**src/rtl/jtag_pkg.sv**
```systemverilog
`default_nettype none
// +----------------------------------------------------------------------+
// | jtag_pkg : shared types and constants for the JTAG TDO capture path  |
// | rev 1.0                                                              |
// +----------------------------------------------------------------------+
package jtag_pkg;

  localparam int unsigned BITS_PER_BYTE = 8;

  typedef enum logic [1:0] {
    IDLE  = 2'd0,
    ARMED = 2'd1,
    FLUSH = 2'd2,
    DONE  = 2'd3
  } cap_state_e;

  function automatic int unsigned capacity_bits(input int unsigned addr_w);
    return (32'd1 << addr_w) * BITS_PER_BYTE;
  endfunction

endpackage
`default_nettype wire

```
**src/rtl/sync_2ff.sv**
```systemverilog
`default_nettype none
// +----------------------------------------------------------------------+
// | sync_2ff : single-bit two-flop synchroniser                          |
// | rev 1.0                                                              |
// +----------------------------------------------------------------------+
module sync_2ff (
  input  logic clk,
  input  logic rst_n,
  input  logic d,
  output logic q
);

  logic meta_q;
  logic sync_q;

  always_ff @(posedge clk or negedge rst_n) begin
    if (!rst_n) begin
      meta_q <= 1'b0;
      sync_q <= 1'b0;
    end else begin
      meta_q <= d;
      sync_q <= meta_q;
    end
  end

  assign q = sync_q;

endmodule
`default_nettype wire

```
**src/rtl/record_jtag_tdo.sv**
```systemverilog
`default_nettype none
// +----------------------------------------------------------------------+
// | record_jtag_tdo : samples TDO per JTAG step, packs bytes into a RAM  |
// | rev 1.0                                                              |
// +----------------------------------------------------------------------+
module record_jtag_tdo
  import jtag_pkg::*;
#(
  parameter int ADDR_W = 12,
  parameter int LEN_W  = 16
) (
  input  logic              clk,
  input  logic              rst_n,
  input  logic              start,
  input  logic              abort,
  input  logic [LEN_W-1:0]  record_length,
  input  logic              get_tdo,
  input  logic              tdo,
  output logic              tdo_ack,
  output logic [ADDR_W-1:0] tdo_mem_addr,
  output logic              tdo_mem_we,
  output logic [7:0]        tdo_mem_wr_data,
  output logic [LEN_W-1:0]  bit_count,
  output logic              busy,
  output logic              done,
  output logic              overflow
);

  localparam int unsigned CAP_BITS = capacity_bits(ADDR_W);

  logic req_s;
  logic tdo_s;

  sync_2ff u_sync_req (.clk(clk), .rst_n(rst_n), .d(get_tdo), .q(req_s));
  sync_2ff u_sync_tdo (.clk(clk), .rst_n(rst_n), .d(tdo),     .q(tdo_s));

  cap_state_e        state_q, state_d;
  logic [LEN_W-1:0]  len_q, len_d;
  logic [LEN_W-1:0]  bit_count_q, bit_count_d;
  logic [7:0]        shift_q, shift_d;
  logic              ack_q, ack_d;
  logic              we_q, we_d;
  logic [ADDR_W-1:0] addr_q, addr_d;
  logic [7:0]        wr_data_q, wr_data_d;
  logic              done_q, done_d;
  logic              overflow_q, overflow_d;

  logic [2:0]        bit_idx;
  logic [7:0]        shift_ins;
  logic              len_over;

  always_comb begin
    state_d     = state_q;
    len_d       = len_q;
    bit_count_d = bit_count_q;
    shift_d     = shift_q;
    ack_d       = ack_q;
    we_d        = 1'b0;
    addr_d      = addr_q;
    wr_data_d   = wr_data_q;
    done_d      = done_q;
    overflow_d  = overflow_q;
    bit_idx     = bit_count_q[2:0];
    shift_ins   = shift_q | (8'(tdo_s) << bit_idx);
    len_over    = 32'(record_length) > CAP_BITS;

    // The acknowledge always completes its handshake, even after capture ends.
    if (!req_s) ack_d = 1'b0;

    if (abort) begin
      state_d = IDLE;
      shift_d = 8'h00;
      ack_d   = 1'b0;
    end else begin
      case (state_q)
        IDLE, DONE: begin
          if (start) begin
            len_d       = len_over ? LEN_W'(CAP_BITS) : record_length;
            overflow_d  = overflow_q | len_over;
            bit_count_d = '0;
            shift_d     = 8'h00;
            done_d      = (record_length == '0);
            state_d     = (record_length == '0) ? DONE : ARMED;
          end
        end
        ARMED: begin
          if (req_s && !ack_q) begin
            ack_d       = 1'b1;
            bit_count_d = bit_count_q + 1'b1;
            shift_d     = shift_ins;
            if (bit_idx == 3'd7) begin
              we_d      = 1'b1;
              addr_d    = bit_count_q[ADDR_W+2:3];
              wr_data_d = shift_ins;
              shift_d   = 8'h00;
            end
            if (bit_count_d == len_q) begin
              if (bit_idx == 3'd7) begin
                state_d = DONE;
                done_d  = 1'b1;
              end else begin
                state_d = FLUSH;
              end
            end
          end
        end
        FLUSH: begin
          // Unfilled upper bits are already zero in the shift register.
          we_d      = 1'b1;
          addr_d    = bit_count_q[ADDR_W+2:3];
          wr_data_d = shift_q;
          shift_d   = 8'h00;
          done_d    = 1'b1;
          state_d   = DONE;
        end
        default: state_d = IDLE;
      endcase
    end
  end

  always_ff @(posedge clk or negedge rst_n) begin
    if (!rst_n) begin
      state_q     <= IDLE;
      len_q       <= '0;
      bit_count_q <= '0;
      shift_q     <= 8'h00;
      ack_q       <= 1'b0;
      we_q        <= 1'b0;
      addr_q      <= '0;
      wr_data_q   <= 8'h00;
      done_q      <= 1'b0;
      overflow_q  <= 1'b0;
    end else begin
      state_q     <= state_d;
      len_q       <= len_d;
      bit_count_q <= bit_count_d;
      shift_q     <= shift_d;
      ack_q       <= ack_d;
      we_q        <= we_d;
      addr_q      <= addr_d;
      wr_data_q   <= wr_data_d;
      done_q      <= done_d;
      overflow_q  <= overflow_d;
    end
  end

  assign tdo_ack         = ack_q;
  assign tdo_mem_addr    = addr_q;
  assign tdo_mem_we      = we_q;
  assign tdo_mem_wr_data = wr_data_q;
  assign bit_count       = bit_count_q;
  assign busy            = (state_q == ARMED) || (state_q == FLUSH);
  assign done            = done_q;
  assign overflow        = overflow_q;

endmodule
`default_nettype wire

```
**config.mk**
```make
export PLATFORM = sky130hd
export DESIGN_NAME = record_jtag_tdo
export DESIGN_NICKNAME = d
export VERILOG_FILES = /design/src/rtl/jtag_pkg.sv /design/src/rtl/sync_2ff.sv /design/src/rtl/record_jtag_tdo.sv
export SDC_FILE = /design/constraint.sdc
export NUM_CORES = 1
export LEC_CHECK = 0
export ABC_AREA = 1
export CAP_MARGIN = 0
export CORE_ASPECT_RATIO = 0.6
export CORE_MARGIN = 5
export CORE_UTILIZATION = 53
export CTS_CLUSTER_DIAMETER = 200
export DETAILED_ROUTE_END_ITERATION = 7
export GPL_ROUTABILITY_DRIVEN = 0
export PLACE_DENSITY = 0.8
export SYNTH_ARGS = -nofsm -noshare
export SYNTH_HDL_FRONTEND = slang
export SYNTH_SLANG_ARGS = --single-unit
```
**constraint.sdc**
```tcl
create_clock -name clk -period 2.5 [get_ports clk]
set_clock_uncertainty 0.1 [all_clocks]
set_input_delay 0.25 -clock clk [delete_from_list [all_inputs] [get_ports clk]]
set_output_delay 0.25 -clock clk [all_outputs]
set_load 0.05 [all_outputs]
```
==> results.py <==
metrics = {
    "yosys": {
        "synth.top_cell.area_share_pct": 48.8,
        "ys_ff_latch": 70,
        "netlist_top_cells_area": "dfrtp_1, nand2_1, nand3_1",
        "ys_top_cells_by_count": "nand2_1, dfrtp_1, nand3_1",
        "ys_warn_count": 0,
        "ys.flop_type": "dfrtp_1",
        "syn_area_mm2": 0.00359,
        "syn_nets": 464,
        "ys_types": 36,
        "synth_edf_count": 0,
        "synthCells": 438,
        "yosysSeqAreaShare_pct": 48.8,
        "synth.most_common_cell": "nand2_1",
        "yosys.area.top_type": "dfrtp_1",
        "syn_area_per_cell_um2": 8.19,
        "synth-async-reset-ratio_pct": 100,
    },
    "clock_tree": {
        "path_clk_slew_ns": 0.05,
        "post_cts_buffers": 0,
        "numCtsBuffers": 9,
        "cts.sinks": 70,
        "htreeDepth": 3,
        "clk-insertion-delay-late_ns": 0.34,
        "clockBufferDepth": 2,
        "clock-root-buffer": "clkbuf_16",
        "cts_tree": "done",
    },
    "die": {
        "core_area_mm2": 0.00662,
        "die_y_um": 73.7,
        "row_count": 23,
        "initial_core_util_pct": 54.2,
        "dieArea_mm2": 0.00857,
        "ios": 63,
        "die_w_um": 116,
    },
    "critical_path": {
        "rrSetupSlack_ns": 0.13,
        "cp.required_ns": 2.62,
        "worstReg2RegStart": "bit_count[1]",
        "startpoint_type": "register",
        "critPathMaxFanout": 9,
        "arrival_ns": 2.49,
        "worst_setup_path_end_kind": "register",
        "r2r_cells": 14,
        "reg2reg_to": "state_q[0]",
        "crit_type": "register to register",
    },
    "detailed_routing": {
        "drtIter0Drc": 446,
        "ant_nets": 0,
        "vias": 3425,
        "wl_um": 9800,
        "drt_pass1_iterations": 6,
        "drc": 0,
        "vias_per_cell": 5.72,
        "wire_per_inst_um": 16.4,
    },
    "finish": {
        "final_layout_size_suffix_gt1_share_pct": 10.2,
        "areaGrowthSynthToFinish_pct": 27.9,
        "fin_cells": 599,
        "fin_nets": 533,
        "n_antenna_cell": 0,
    },
    "pwr": {
        "peakVddDrop_mv": 0.579,
        "leakage_nw": 2.01,
        "cellPowerDensity_mw_per_mm2": 960,
        "p_total_w": 0.00441,
    },
    "outcome": {
        "status": "finished clean",
    },
    "timing": {
        "tightest_slew_ns": 0.534,
        "fmax_ghz": 0.422,
        "finalHoldViolCount": 0,
        "fin_crit_ns": 2.37,
        "tns_ns": 0,
        "finalCritPeriodShare_pct": 94.7,
        "rsz0062_at_grt": "no",
        "slew_headroom_pct": 64.3,
        "whs_ns": 0.247,
        "setup_viol": 0,
        "drv_slew": 0,
    },
    "worst_hold_path": {
        "worstHoldStart": "u_sync_req.meta_q",
        "hold_path_class": "register to register",
        "holdPathStages": 0,
        "worstHoldEndpoint": "u_sync_req.q",
    },
    "global_routing": {
        "grt_max_degree": 71,
        "antenna_found_initial": 0,
        "grt_pass1_vias": 3150,
        "grt_pass1_wl_um": 15800,
        "grtUsageTotal_pct": 24.4,
        "grt-ovfl-total": 0,
    },
    "placed_design": {
        "hpwl_um": 7120,
        "dp_cells": 582,
        "io_buffers": 62,
    },
    "flow_run": {
        "drv_cap": 0,
    },
}
-- state kept, by name (all words and copies together) (netlist names) --
| signal | flops |
|---|---|
| shift_q | 8 |
| tdo_mem_wr_data | 8 |
| len_q | 16 |
| state_q | 2 |
| bit_count | 16 |
| u_sync_tdo.meta_q | 1 |
| u_sync_tdo.q | 1 |
| u_sync_req.q | 1 |
| tdo_ack | 1 |
| tdo_mem_addr | 12 |
| overflow | 1 |
| done | 1 |
| tdo_mem_we | 1 |
| u_sync_req.meta_q | 1 |
-- worst max-delay path by stage --
stage,startpoint,to,cells past startpoint
floorplan,bit_count[1],done,14
global placement,bit_count[1],state_q[0],14
detailed placement,bit_count[1],state_q[0],14
CTS,bit_count[1],state_q[0],14
global route,bit_count[1],state_q[0],14
finish,bit_count[1],state_q[0],14
-- per-stage QoR --
| step | utilization, % | instance area, µm² | worst slack (ns) |
|---|---|---|---|
| after detailed placement | 65.2 | 4320 | 0.172 |
| final | 69.3 | 4590 | 0.133 |
| after floorplan | - | 3590 | 0.169 |
| after CTS | 69.3 | 4590 | 0.131 |
| after global placement | 65.2 | 4320 | 0.370 |
| after global routing | 69.3 | 4590 | 0.000658 |
-- kinds of logic (layout without fill, tap and decap cells) --
logic type	count (synthesis)	after routing	share of synthesized area [%]
xor gates and xnor gates	6	6	1.88
and+or+nand+nor	215	215	28.1
adders and majority gates	4	4	1.39
buffers and inverters	67	141	7.36
DFF	70	70	48.8
AOI/OAI and AO/OA	76	76	12.4
-- worst max-delay path, stage by stage (launching register included) --
cell	delay, ns
dfrtp_2	0.47
ha_1	0.23
nand2_1	0.12
nor2_2	0.23
nand3_1	0.14
nand2_1	0.13
nand2_1	0.07
nand2_1	0.09
nand3_2	0.11
nor2_2	0.15
nand3_2	0.12
nand2_4	0.10
nand2_2	0.05
nand3_1	0.08
nand2_1	0.06
-- layout make-up --
type / instances / area, µm²
Tap cell: 87 / 109
Inverter: 57 / 214
Clock inverter: 4 / 23.8
Sequential cell: 70 / 1750
Multi-Input combinational cell: 301 / 1580
Fill cell: 550 / 2030
Clock buffer: 12 / 236
Timing Repair Buffer: 68 / 674
-- timing repair --
| item | in CTS | in global routing |
|---|---|---|
| hold buffers | 1 | 0 |
| hold endpoints to repair | 70 | 0 |
| resized for setup | 1 | 2 |
| setup endpoints to repair | 1 | 3 |
-- where the power goes --
part,switching [W],internal (W)
sequential,0.000194,0.00138
combinational,0.00114,0.000560
clock,0.000470,0.000668
-- per-layer routing --
layer	share of wire, %	GRT usage [%]	up-vias
met3	12	7.65	23
met4	1.4	7.34	0
met2	41	33.5	228
met5	0	0	-
li1	-	-	1598
met1	46	36.6	1576
-- cells in the final DEF (no fill, tap or decap), types with 2 or more instances in the layout --
master           synthesis  routed
buf_4                    1       4
clkinv_2                 0       3
a2bb2oi_1                3       3
nor2_4                   3       3
nor4_1                   4       4
dfrtp_2                  0       2
ha_1                     4       4
clkbuf_16                0       9
inv_2                    5       5
nand3_2                  3       3
nand2_2                  5       5
xor2_1                   4       4
nand4_1                  8       8
inv_1                   49      49
o21ai_2                  2       2
dfrtp_1                 70      68
clkdlybuf4s50_1          0      60
nor2_1                  23      23
nand2_4                  3       3
nand2_1                 96      96
clkbuf_1                 7       3
nor2_2                   5       5
o21a_1                   3       3
nand3_1                 54      54
a31o_2                   2       2
a21oi_1                 11      11
o22ai_1                  8       8
nor3_1                  10       9
o21ai_0                 40      40
clkinv_1                 3       3
o21ai_1                  3       3
(Power assumes the default switching activity.)
